**config.mk**
```make
export PLATFORM = sky130hd
export DESIGN_NAME = memory_arbiter
export DESIGN_NICKNAME = d
export VERILOG_FILES = /design/src/rtl/mem_arb_pkg.sv /design/src/rtl/memory_arbiter_starve_counter.sv /design/src/rtl/memory_arbiter.sv
export SDC_FILE = /design/constraint.sdc
export NUM_CORES = 1
export LEC_CHECK = 0
export ABC_CLOCK_PERIOD_IN_PS = 1250
export BUFFER_PORTS_ARGS = -buffer_cell sky130_fd_sc_hd__buf_2
export CORE_MARGIN = 2
export CORE_UTILIZATION = 40
export CTS_BUF_LIST = sky130_fd_sc_hd__clkbuf_4 sky130_fd_sc_hd__clkbuf_8
export CTS_CLUSTER_SIZE = 30
export DETAILED_ROUTE_END_ITERATION = 6
export PLACE_DENSITY_LB_ADDON = 0.3
export SLEW_MARGIN = 20
export SYNTH_ARGS = -nofsm -noshare
export SYNTH_HDL_FRONTEND = slang
export SYNTH_HIERARCHICAL = 1
export SYNTH_SLANG_ARGS = --single-unit
export TNS_END_PERCENT = 10
```
**constraint.sdc**
```tcl
create_clock -name clock -period 1.25 [get_ports clock]
set_input_delay 0.0625 -clock clock [delete_from_list [all_inputs] [get_ports clock]]
set_output_delay 0.0625 -clock clock [all_outputs]
set_load 0.02 [all_outputs]
```
**src/rtl/mem_arb_pkg.sv**
```systemverilog
// mem_arb_pkg
//   Shared types and default constants for memory_arbiter and its
//   starvation counter.
//   - arb_state_t : arbiter FSM state (ARB_IDLE, ARB_ACCESS)
//   - arb_src_t   : owner of the access in flight (SRC_FETCH, SRC_DATA)
//   - DEFAULT_*   : default parameter values for the arbiter
package mem_arb_pkg;

  localparam int DEFAULT_ADDR_W       = 32;
  localparam int DEFAULT_DATA_W       = 32;
  localparam int DEFAULT_MEM_LATENCY  = 1;
  localparam int DEFAULT_STARVE_LIMIT = 4;

  typedef enum logic {
    ARB_IDLE   = 1'b0,
    ARB_ACCESS = 1'b1
  } arb_state_t;

  typedef enum logic {
    SRC_FETCH = 1'b0,
    SRC_DATA  = 1'b1
  } arb_src_t;

endpackage

```
**src/rtl/memory_arbiter_starve_counter.sv**
```systemverilog
// starve_counter
//   Saturating counter of consecutive data grants made while fetch waits.
//   Ports:
//     i_clk      : clock, rising edge
//     i_rst_n    : asynchronous active-low reset
//     i_inc      : count one more data grant (ignored once saturated)
//     i_clr      : clear the count (wins over i_inc)
//     o_at_limit : count has reached LIMIT
module starve_counter #(
  parameter int LIMIT = 4
) (
  input  logic i_clk,
  input  logic i_rst_n,
  input  logic i_inc,
  input  logic i_clr,
  output logic o_at_limit
);

  localparam int CW = $clog2(LIMIT + 1);

  logic [CW-1:0] r_count;

  always_ff @(posedge i_clk or negedge i_rst_n) begin
    if (!i_rst_n) begin
      r_count <= '0;
    end else if (i_clr) begin
      r_count <= '0;
    end else if (i_inc && (r_count != CW'(LIMIT))) begin
      r_count <= r_count + 1'b1;
    end
  end

  assign o_at_limit = (r_count == CW'(LIMIT));

endmodule

```
**src/rtl/memory_arbiter.sv**
```systemverilog
// memory_arbiter
//   Shares one memory port between the instruction-fetch and data
//   load/store requesters. One access at a time, fixed MEM_LATENCY.
//   Optional feature macro: MEM_ARB_STARVE_GUARD_EN (fetch starvation guard).
//   Ports:
//     clock, reset                   : clock (rising edge), async active-low reset
//     ifetch_req/addr                : fetch request, held until granted
//     ifetch_gnt                     : fetch accepted this cycle (combinational)
//     ifetch_rvalid/rdata            : one-cycle instruction return pulse / word
//     data_req/we/addr/wdata         : data request, held until granted
//     data_gnt                       : data accepted this cycle (combinational)
//     data_rvalid/rdata              : completion pulse / load data (0 for stores)
//     mem_addr/we/wdata, mem_rdata   : single memory port (zero outside ACCESS)
//     busy                           : access in flight (FSM state == ARB_ACCESS)
//   Handshake: a requester holds req with its payload stable; the cycle its
//   gnt is high the payload is latched and the access can no longer be
//   cancelled. Completion is signalled by a single rvalid pulse in the first
//   IDLE cycle after ACCESS, in which a new grant may also be given.
module memory_arbiter
  import mem_arb_pkg::*;
#(
  parameter int ADDR_W       = DEFAULT_ADDR_W,
  parameter int DATA_W       = DEFAULT_DATA_W,
  parameter int MEM_LATENCY  = DEFAULT_MEM_LATENCY,
  parameter int STARVE_LIMIT = DEFAULT_STARVE_LIMIT
) (
  input  logic              clock,
  input  logic              reset,
  input  logic              ifetch_req,
  input  logic [ADDR_W-1:0] ifetch_addr,
  output logic              ifetch_gnt,
  output logic              ifetch_rvalid,
  output logic [DATA_W-1:0] ifetch_rdata,
  input  logic              data_req,
  input  logic              data_we,
  input  logic [ADDR_W-1:0] data_addr,
  input  logic [DATA_W-1:0] data_wdata,
  output logic              data_gnt,
  output logic              data_rvalid,
  output logic [DATA_W-1:0] data_rdata,
  output logic [ADDR_W-1:0] mem_addr,
  output logic              mem_we,
  output logic [DATA_W-1:0] mem_wdata,
  input  logic [DATA_W-1:0] mem_rdata,
  output logic              busy
);

  localparam int LW = $clog2(MEM_LATENCY + 1);

  arb_state_t        r_state;
  arb_state_t        w_next_state;
  logic [LW-1:0]     r_lat_cnt;
  logic [ADDR_W-1:0] r_addr;
  logic              r_we;
  logic [DATA_W-1:0] r_wdata;
  arb_src_t          r_src;
  logic [DATA_W-1:0] r_ifetch_rdata;
  logic [DATA_W-1:0] r_data_rdata;
  logic              r_ifetch_rvalid;
  logic              r_data_rvalid;

  logic w_grant_fetch;
  logic w_grant_data;
  logic w_fetch_wins;
  logic w_done;
  logic w_starve_at_limit;

  // Data belongs to the older instruction, so it wins unless fetch has
  // been starved for STARVE_LIMIT grants.
  assign w_fetch_wins = ifetch_req && (!data_req || w_starve_at_limit);
  assign w_done       = (r_state == ARB_ACCESS) && (r_lat_cnt == LW'(1));

  always_ff @(posedge clock or negedge reset) begin
    if (!reset) r_state <= ARB_IDLE;
    else        r_state <= w_next_state;
  end

  // Grants are gated with reset so nothing is accepted while it is held.
  always_comb begin
    w_next_state  = r_state;
    w_grant_fetch = 1'b0;
    w_grant_data  = 1'b0;
    case (r_state)
      ARB_IDLE: begin
        if (reset && (ifetch_req || data_req)) begin
          w_next_state = ARB_ACCESS;
          if (w_fetch_wins) w_grant_fetch = 1'b1;
          else              w_grant_data  = 1'b1;
        end
      end
      ARB_ACCESS: begin
        if (w_done) w_next_state = ARB_IDLE;
      end
      default: w_next_state = ARB_IDLE;
    endcase
  end

  always_ff @(posedge clock or negedge reset) begin
    if (!reset) begin
      r_lat_cnt       <= '0;
      r_addr          <= '0;
      r_we            <= 1'b0;
      r_wdata         <= '0;
      r_src           <= SRC_FETCH;
      r_ifetch_rdata  <= '0;
      r_data_rdata    <= '0;
      r_ifetch_rvalid <= 1'b0;
      r_data_rvalid   <= 1'b0;
    end else begin
      r_ifetch_rvalid <= 1'b0;
      r_data_rvalid   <= 1'b0;
      if (w_grant_fetch || w_grant_data) begin
        r_lat_cnt <= LW'(MEM_LATENCY);
        r_addr    <= w_grant_fetch ? ifetch_addr : data_addr;
        r_we      <= w_grant_data && data_we;
        r_wdata   <= w_grant_data ? data_wdata : '0;
        r_src     <= w_grant_fetch ? SRC_FETCH : SRC_DATA;
      end else if (r_state == ARB_ACCESS) begin
        r_lat_cnt <= r_lat_cnt - 1'b1;
        if (w_done) begin
          if (r_src == SRC_FETCH) begin
            r_ifetch_rdata  <= mem_rdata;
            r_ifetch_rvalid <= 1'b1;
          end else begin
            r_data_rdata  <= r_we ? '0 : mem_rdata;
            r_data_rvalid <= 1'b1;
          end
        end
      end
    end
  end

`ifdef MEM_ARB_STARVE_GUARD_EN
  starve_counter #(
    .LIMIT(STARVE_LIMIT)
  ) u_starve_counter (
    .i_clk      (clock),
    .i_rst_n    (reset),
    .i_inc      (w_grant_data && ifetch_req),
    .i_clr      (w_grant_fetch || ((r_state == ARB_IDLE) && !ifetch_req)),
    .o_at_limit (w_starve_at_limit)
  );
`else
  logic w_unused_starve_limit;
  assign w_unused_starve_limit = (STARVE_LIMIT != 0);
  assign w_starve_at_limit     = 1'b0;
`endif

  assign busy          = (r_state == ARB_ACCESS);
  assign ifetch_gnt    = w_grant_fetch;
  assign data_gnt      = w_grant_data;
  assign ifetch_rvalid = r_ifetch_rvalid;
  assign ifetch_rdata  = r_ifetch_rdata;
  assign data_rvalid   = r_data_rvalid;
  assign data_rdata    = r_data_rdata;
  // Write enable only in the first ACCESS cycle, when the counter is still full.
  assign mem_addr      = busy ? r_addr : '0;
  assign mem_wdata     = busy ? r_wdata : '0;
  assign mem_we        = busy && r_we && (r_lat_cnt == LW'(MEM_LATENCY));

endmodule
```
# Word-level counts from Yosys, hierarchy flattened

Cells that the tools add are included.

Register bits: 134
Bits in latches: 0
RAM bits: 0
Bits in read-only memories: 0
Memories: 0

Add/subtract/negate cells: 1
Multiply operators: 0
Divide/modulo/power cells: 0
Magnitude comparators: 0
Equal/unequal tests: 0
Shift-type cells: 0
Muxes and demuxes: 25
Bitwise operators: 3
Reductions and logical operators: 12

Operator list:

| kind                                    | count |
|---|---|
| two-way mux 32 bit                      | 5 |
| two-way mux 1 bit                       | 19 |
| AND reduction 4 bit                     | 2 |
| logical AND 1 bit                       | 6 |
| inverter 1 bit                          | 3 |
| logical OR 1 bit                        | 2 |
| case mux 1 bit (2 select lines)         | 1 |
| nonzero test 2 bit                      | 1 |
| zero test 1 bit                         | 1 |
| subtractor 1 bit, second input constant | 1 |

# Logic depth before layout (Yosys ltp)

Gate-level depths: netlist of the first run.

Word-level depth: 8
Depth in mapped cells: 5

# Worst setup path after synthesis of the first run

Ideal clock, no wire load.

Path type: register to register
From: register r_state (netlist: busy)
To: register r_wdata[10]
Setup time: 0.121 ns
Data arrival time: 1.334 ns
Data required time: 1.129 ns
Slack: -0.205 ns
Cell stages (with the launch flop): 6
Buffers on the path: 2
Period minus slack after synthesis: 1.455 ns
Path through: dfrtp_1 > inv_1 > and3_1 > clkbuf_1 > buf_2 > a22o_1

Word-level cells in the longest chain between the ends: 2
Elaborated cells between the ends (all ways): 4
Those cells by class: mux (3); reduce/logical (1)

Ends and longest elaborated chain:

| what                                                   | RTL line                                     | RTL |
|---|---|---|
| from (decl)                                            | memory_arbiter.sv:50                         | `arb_state_t r_state;` |
| from (signal assigned)                                 | memory_arbiter.sv:75                         | `else r_state <= w_next_state;` |
| two-way mux 1 bit *                                    | memory_arbiter.sv:83                         | `case (r_state)` |
| via data_gnt                                           | memory_arbiter.sv:38                         | `output logic data_gnt,` |
| two-way mux 32 bit or logical OR 1 bit (tied branches) | memory_arbiter.sv:116, memory_arbiter.sv:112 |  |
| to (signal assigned)                                   | memory_arbiter.sv:116                        | `r_wdata <= w_grant_data ? data_wdata : '0;` |
| to (decl)                                              | memory_arbiter.sv:55                         | `logic [DATA_W-1:0] r_wdata;` |

The timed path passes the listed nets; every way through them passes the cells marked *.
A chain may end at the register's enable or synchronous reset.

# Worst setup path in the final report of the first run

From: register r_state (netlist: busy)
To: output port ifetch_gnt

Word-level cells in the longest chain between the ends: 1

Ends and longest elaborated chain:

| what              | RTL line             | RTL |
|---|---|---|
| two-way mux 1 bit | memory_arbiter.sv:83 |  |
| to (decl)         | memory_arbiter.sv:31 | `output logic ifetch_gnt,` |

No other way between the ends.

==> results.toml, run 1 <==
[timing]
fin_crit_ns = 1.57
setup_tns_ns = -33.29
grt_setup_unrepaired = "yes"
fin_crit_sh = 1.25
finalHoldViolCount = 0
clock.fmax_mhz = 638
relSlewSlack = 0.515
worst_slack_ns = -0.319
skew_ns = 0.00980
setup_violations = 199
drv_slew = 0
worst-slew-pin-transition_ns = 0.727

[floorplanning]
fp-row-count = 44
initial_core_util = 0.410
die-width_um = 126
fp.dieH_um = 126
io_pins = 267
core_um2 = 14600
fp.dieArea_um2 = 15900

[pwr]
pwr-share-clk = 0.190
comb_power_share = 0.438
switching_power_mw = 7.28
leakage_nw = 4.89
power.total_mw = 19.1
swShare = 0.381
p_int_mw = 11.8
seq_power_share = 0.372
p_per_area_nw_per_um2 = 1990
vdd_ir_drop_max_v = 0.000815

[run]
maxCapViolations = 0

[logic_synthesis]
synth-seq-cells = 134
synthCells = 472
synth_top_area_cell = "dfrtp_1"
synth_area_leaders = "dfrtp_1, mux2_2, mux2_4, and2_1, a22o_1"
ys_seq_area_frac = 0.561
yosysWarnings = 6
syn-cell-area_um2 = 5980
syn_nets = 605
yosysUniqueCellTypes = 19
synth_area_per_cell_um2 = 12.7
synth_top_cell_area_share = 0.561

[clocking]
cts-htree-levels = 4
cts_tree = "done"
cts_num_sinks = 134
clk_pin_slew_worst_paths_ns = 0.08
cts_max_path_buffers = 2
clockRootBuffer = "clkbuf_8"
insertion_delay_ns = 0.44
cts_made_buffers = 17

[routing]
dr_total_vias = 5308
drc = 0
ant_nets = 0
post_drt_via_cell_ratio = 4.91
wire_per_inst_um = 16.8
drtPass1Iterations = 4
first_iter_violations = 276
totalWireLength_um = 18200

[global_route]
antenna_found_initial = 1
grt_pass1_vias = 5717
grt_usage = 0.228
grt_start_max_net_pins = 135
grt_pass1_wl_um = 28600
grt_overflow_total = 0

[setup_path]
path_class = "register to output port"
crit_arrival_ns = 1.51
cp_cell_sequence = "inv_4 -> o211ai_4 -> buf_12 -> buf_6 -> nor2_4 -> buf_6"
endpoint_kind = "output port"
cpMostUsedCell = "buf_6"
slowest_delay_ns = 0.46
critical_path_buf_inv_count = 4
critPathTopFamily = "flip-flops"
path_max_fanout = 4
crit_slowest_cell = "dfrtp_2"
required_ns = 1.19
startpoint_type = "register"

[outcome]
violations = "setup timing"
outcome = "complete, but fails checks"

[placement]
io_buffers = 266
gp_congestion = 0.769
dp_hpwl_um = 11000

[cells_and_area]
final_common_cell = "buf_2"
mostFrequentLayoutCells = "buf_2, dfrtp_1, dlygate4sd3_1"
drive_above_1_share = 0.483
finalNetCount = 1017
area_growth_pct = 60.2
antennaDiodeCount = 0

[worst_hold_path]
hp-class = "primary input to register"
-- worst paths after layout --
kind	from	to	slack, ns	cells past startpoint
setup / recovery	busy	ifetch_gnt	-0.32	6
hold / removal	ifetch_req	r_addr[1]	0.29	5
setup reg to reg	busy	r_wdata[18]	-0.23	7
hold reg to reg	data_rdata[3]	data_rdata[3]	0.48	2
max in group asynchronous	reset	ifetch_rdata[19]	0.30	3
min in group asynchronous	reset	ifetch_rdata[4]	0.38	3
-- sequential cells by signal, summed over array words and instances (netlist names) --
signal	cells
ifetch_rdata	32
ifetch_rvalid	1
r_addr	32
r_src	1
busy	1
r_wdata	32
data_rvalid	1
r_lat_cnt	1
data_rdata	32
r_we	1
-- kinds of logic (layout without fill, tap and decap cells) --
| kind of cell | count (synthesis) | after routing | synth area share |
|---|---|---|---|
| xor+xnor | 1 | 1 | 0.00147 |
| compound gates | 67 | 67 | 0.0781 |
| simple gates | 135 | 135 | 0.128 |
| mux | 97 | 97 | 0.200 |
| flops | 134 | 134 | 0.561 |
| buf+inv | 38 | 463 | 0.0312 |
-- synth_stat cells (all sizes together) --
master,instances
a22o,33
and2,64
and3,2
buf,15
clkbuf,20
dfrtp,134
inv,3
mux2,97
nand2,33
nand2b,33
nand3,1
nand3b,1
nor2,1
o211ai,1
o21ai,33
xnor2,1
-- layout make-up --
| cell class | instances | area, um2 |
|---|---|---|
| Fill cell | 1059 | 5010 |
| Clock buffer | 20 | 275 |
| Clock inverter | 12 | 126 |
| Inverter | 3 | 13.8 |
| Tap cell | 184 | 230 |
| Multi-Input combinational cell | 300 | 2480 |
| Sequential cell | 134 | 3350 |
| Timing Repair Buffer | 428 | 3100 |
-- timing repair --
item | in CTS | in global routing
endpoints found under the hold margin | 264 | 0
endpoints found under the setup margin | 185 | 199
gates resized for setup | 20 | 10
setup buffers | 5 | 3
cloned | 2 | 0
pin swaps | 21 | 6
hold buffers | 131 | 0
-- through the flow --
| stage | std cells | area [um2] | hold slack (ns) | utilization | worst slack, ns |
|---|---|---|---|---|---|
| CTS | 1078 | 9520 | 0.197 | 0.653 | -0.335 |
| floorplan | 472 | 6020 | -0.233 | - | -0.0692 |
| global route | 1081 | 9580 | 0.280 | 0.657 | -0.387 |
| global placement | 908 | 7650 | 0.265 | 0.525 | -0.0806 |
| detailed placement | 908 | 7650 | 0.288 | 0.525 | -0.117 |
| finish | 1081 | 9580 | 0.294 | 0.657 | -0.319 |
-- tightest hold or removal path, delay by kind of cell --
family | cells | cell delay [ns]
buffers and inverters | 2 | 0.26
muxes | 2 | 0.28
and+or+nand+nor | 1 | 0.10
-- power groups by stage --
| stage | logic [mW] | registers (mW) | clock network [mW] |
|---|---|---|---|
| floorplan | 3.72 | 8.20 | 0 |
| global placement | 7.59 | 7.04 | 0 |
| detailed placement | 7.73 | 7.12 | 0 |
| CTS | 8.26 | 7.07 | 3.71 |
| global route | 8.99 | 7.33 | 3.92 |
| finish | 8.37 | 7.11 | 3.63 |
-- layer usage --
| metal | up-vias | share of wire | track usage |
|---|---|---|---|
| li1 | 2434 | - | - |
| met1 | 2580 | 0.42 | 0.280 |
| met2 | 254 | 0.48 | 0.379 |
| met3 | 40 | 0.078 | 0.0709 |
| met4 | 0 | 0.023 | 0.0853 |
| met5 | - | 0 | 0 |
Note: power is estimated with default switching activity, not from simulation.
==> run 2: changes to the inputs <==
RECOVER_POWER = 25   (was default)
SKIP_LAST_GASP = 1   (was default)
==> run 2 against run 1 <==
- the run still ends with setup timing left
- critical endpoint unchanged
- largest cell class unchanged
- clock skew rose by 0.0017 ns
- hold slack barely moved
- sequential share of layout area rose by 0.28 points
- wire length fell by 1.1%
- via count fell by 1.4%
==> results.toml, run 2 (synthesis results as in run 1) <==
[outcome]
outcome = "complete, but fails checks"
violations = "setup timing"

[pwr]
leakage_nw = 4.86
p_per_area_nw_per_um2 = 2000
vdd_ir_drop_max_v = 0.000734

[routing]
first_iter_violations = 284
dr_total_vias = 5234
totalWireLength_um = 18000
drc = 0
post_drt_via_cell_ratio = 4.86
wire_per_inst_um = 16.7
ant_nets = 0
drtPass1Iterations = 4

[clocking]
insertion_delay_ns = 0.44
cts_num_sinks = 134
clockRootBuffer = "clkbuf_8"
cts-htree-levels = 4
cts_max_path_buffers = 2
clk_pin_slew_worst_paths_ns = 0.08
cts_tree = "done"
cts_made_buffers = 17

[cells_and_area]
fillers = 1075
antennaDiodeCount = 0
finalNetCount = 1014
final_common_cell = "buf_2"
mostFrequentLayoutCells = "buf_2, dfrtp_1, dlygate4sd3_1"
drive_above_1_share = 0.481
area_growth_pct = 58.9

[setup_path]
startpoint_type = "register"
r2r_slack_ns = -0.28
slowest_delay_ns = 0.45
crit_arrival_ns = 1.50
required_ns = 1.19
critical_path_buf_inv_count = 4
critPathTopFamily = "flip-flops"
endpoint_kind = "output port"
crit_slowest_cell = "dfrtp_2"
path_max_fanout = 4
cpMostUsedCell = "buf_6"
path_class = "register to output port"
cp_cell_sequence = "inv_2 -> o211ai_4 -> buf_12 -> buf_6 -> nor2_4 -> buf_6"

[placement]
gp_congestion = 0.769
io_buffers = 266
post-place-ws_ns = -0.117
dp_hpwl_um = 11000

[global_route]
grt_overflow_total = 0
antenna_found_initial = 0
grt_start_max_net_pins = 135
grt_usage = 0.226
grt_pass1_wl_um = 28400
grt_pass1_vias = 5674

[timing]
finalHoldViolCount = 0
relSlewSlack = 0.533
worst_slack_ns = -0.308
clock.fmax_mhz = 642
grt_setup_unrepaired = "yes"
fin_crit_ns = 1.56
drv_slew = 0
skew_ns = 0.0115
setup_violations = 199
worst-slew-pin-transition_ns = 0.700
fin_crit_sh = 1.25
setup_tns_ns = -32.29

[run]
maxCapViolations = 0

[floorplanning]
io_pins = 267
core_um2 = 14600
fp.dieArea_um2 = 15900
fp.dieH_um = 126
initial_core_util = 0.410
fp-row-count = 44
die-width_um = 126

[worst_hold_path]
hp-class = "primary input to register"
## run 2: worst min-delay path, cell delays in order
cell and delay (ns):
buf_6 0.10, o211ai_4 0.09, buf_4 0.16, buf_4 0.17, o21ai_0 0.10
## run 2: final timing paths
check,startpoint,end,cells after the start
worst min-delay path,reset,busy,5
max in group asynchronous,reset,busy,3
worst max register to register,busy,r_wdata[3],6
worst max-delay path,busy,ifetch_gnt,6
worst min register to register,data_rdata[3],data_rdata[3],2
min in group asynchronous,reset,data_rdata[2],3
## run 2: where the power goes
group | leakage (nW) | switching, mW | internal, mW
sequential | 1.63 | 0.970 | 6.14
clock | 0.193 | 1.71 | 1.92
combinational | 3.03 | 4.55 | 3.69
total | 4.86 | 7.23 | 11.7
## run 2: routing by layer
layer  track usage  up-vias  wire (um)
met5             0        -          0
met4        0.0808        0        370
met3        0.0684       34       1300
met2         0.378      224       8660
met1         0.280     2553       7660
li1              -     2423          -
## run 2: through the flow
step           instances  instance area, um2   util  power [mW]  hold WS [ns]
2_1_floorplan        472                6020      -        11.9        -0.233
3_3_place_gp         908                7650  0.525        14.6         0.265
3_5_place_dp         908                7650  0.525        14.8         0.288
4_1_cts             1078                9490  0.651        19.0         0.238
5_1_grt             1078                9500  0.651        20.1         0.282
6_report            1078                9500  0.651        19.0         0.293
## run 2: what timing repair did
| item | 4_1_cts | 5_1_grt |
|---|---|---|
| setup buffers | 5 | 0 |
| cloned | 2 | 0 |
| hold buffers | 131 | 0 |
| resized for setup | 8 | 3 |
| setup endpoints to repair | 185 | 200 |
| hold endpoints to repair | 264 | 0 |
## run 2: cell type report
cell class | instances | area, um2 | share of cell area
clock buffer | 20 | 275 | 0.0290
clock inverter | 12 | 126 | 0.0133
inverter | 3 | 11.3 | 0.00118
multi-input combinational | 300 | 2470 | 0.259
sequential | 134 | 3350 | 0.353
tap | 184 | 230 | 0.0242
timing repair buffer | 425 | 3040 | 0.320
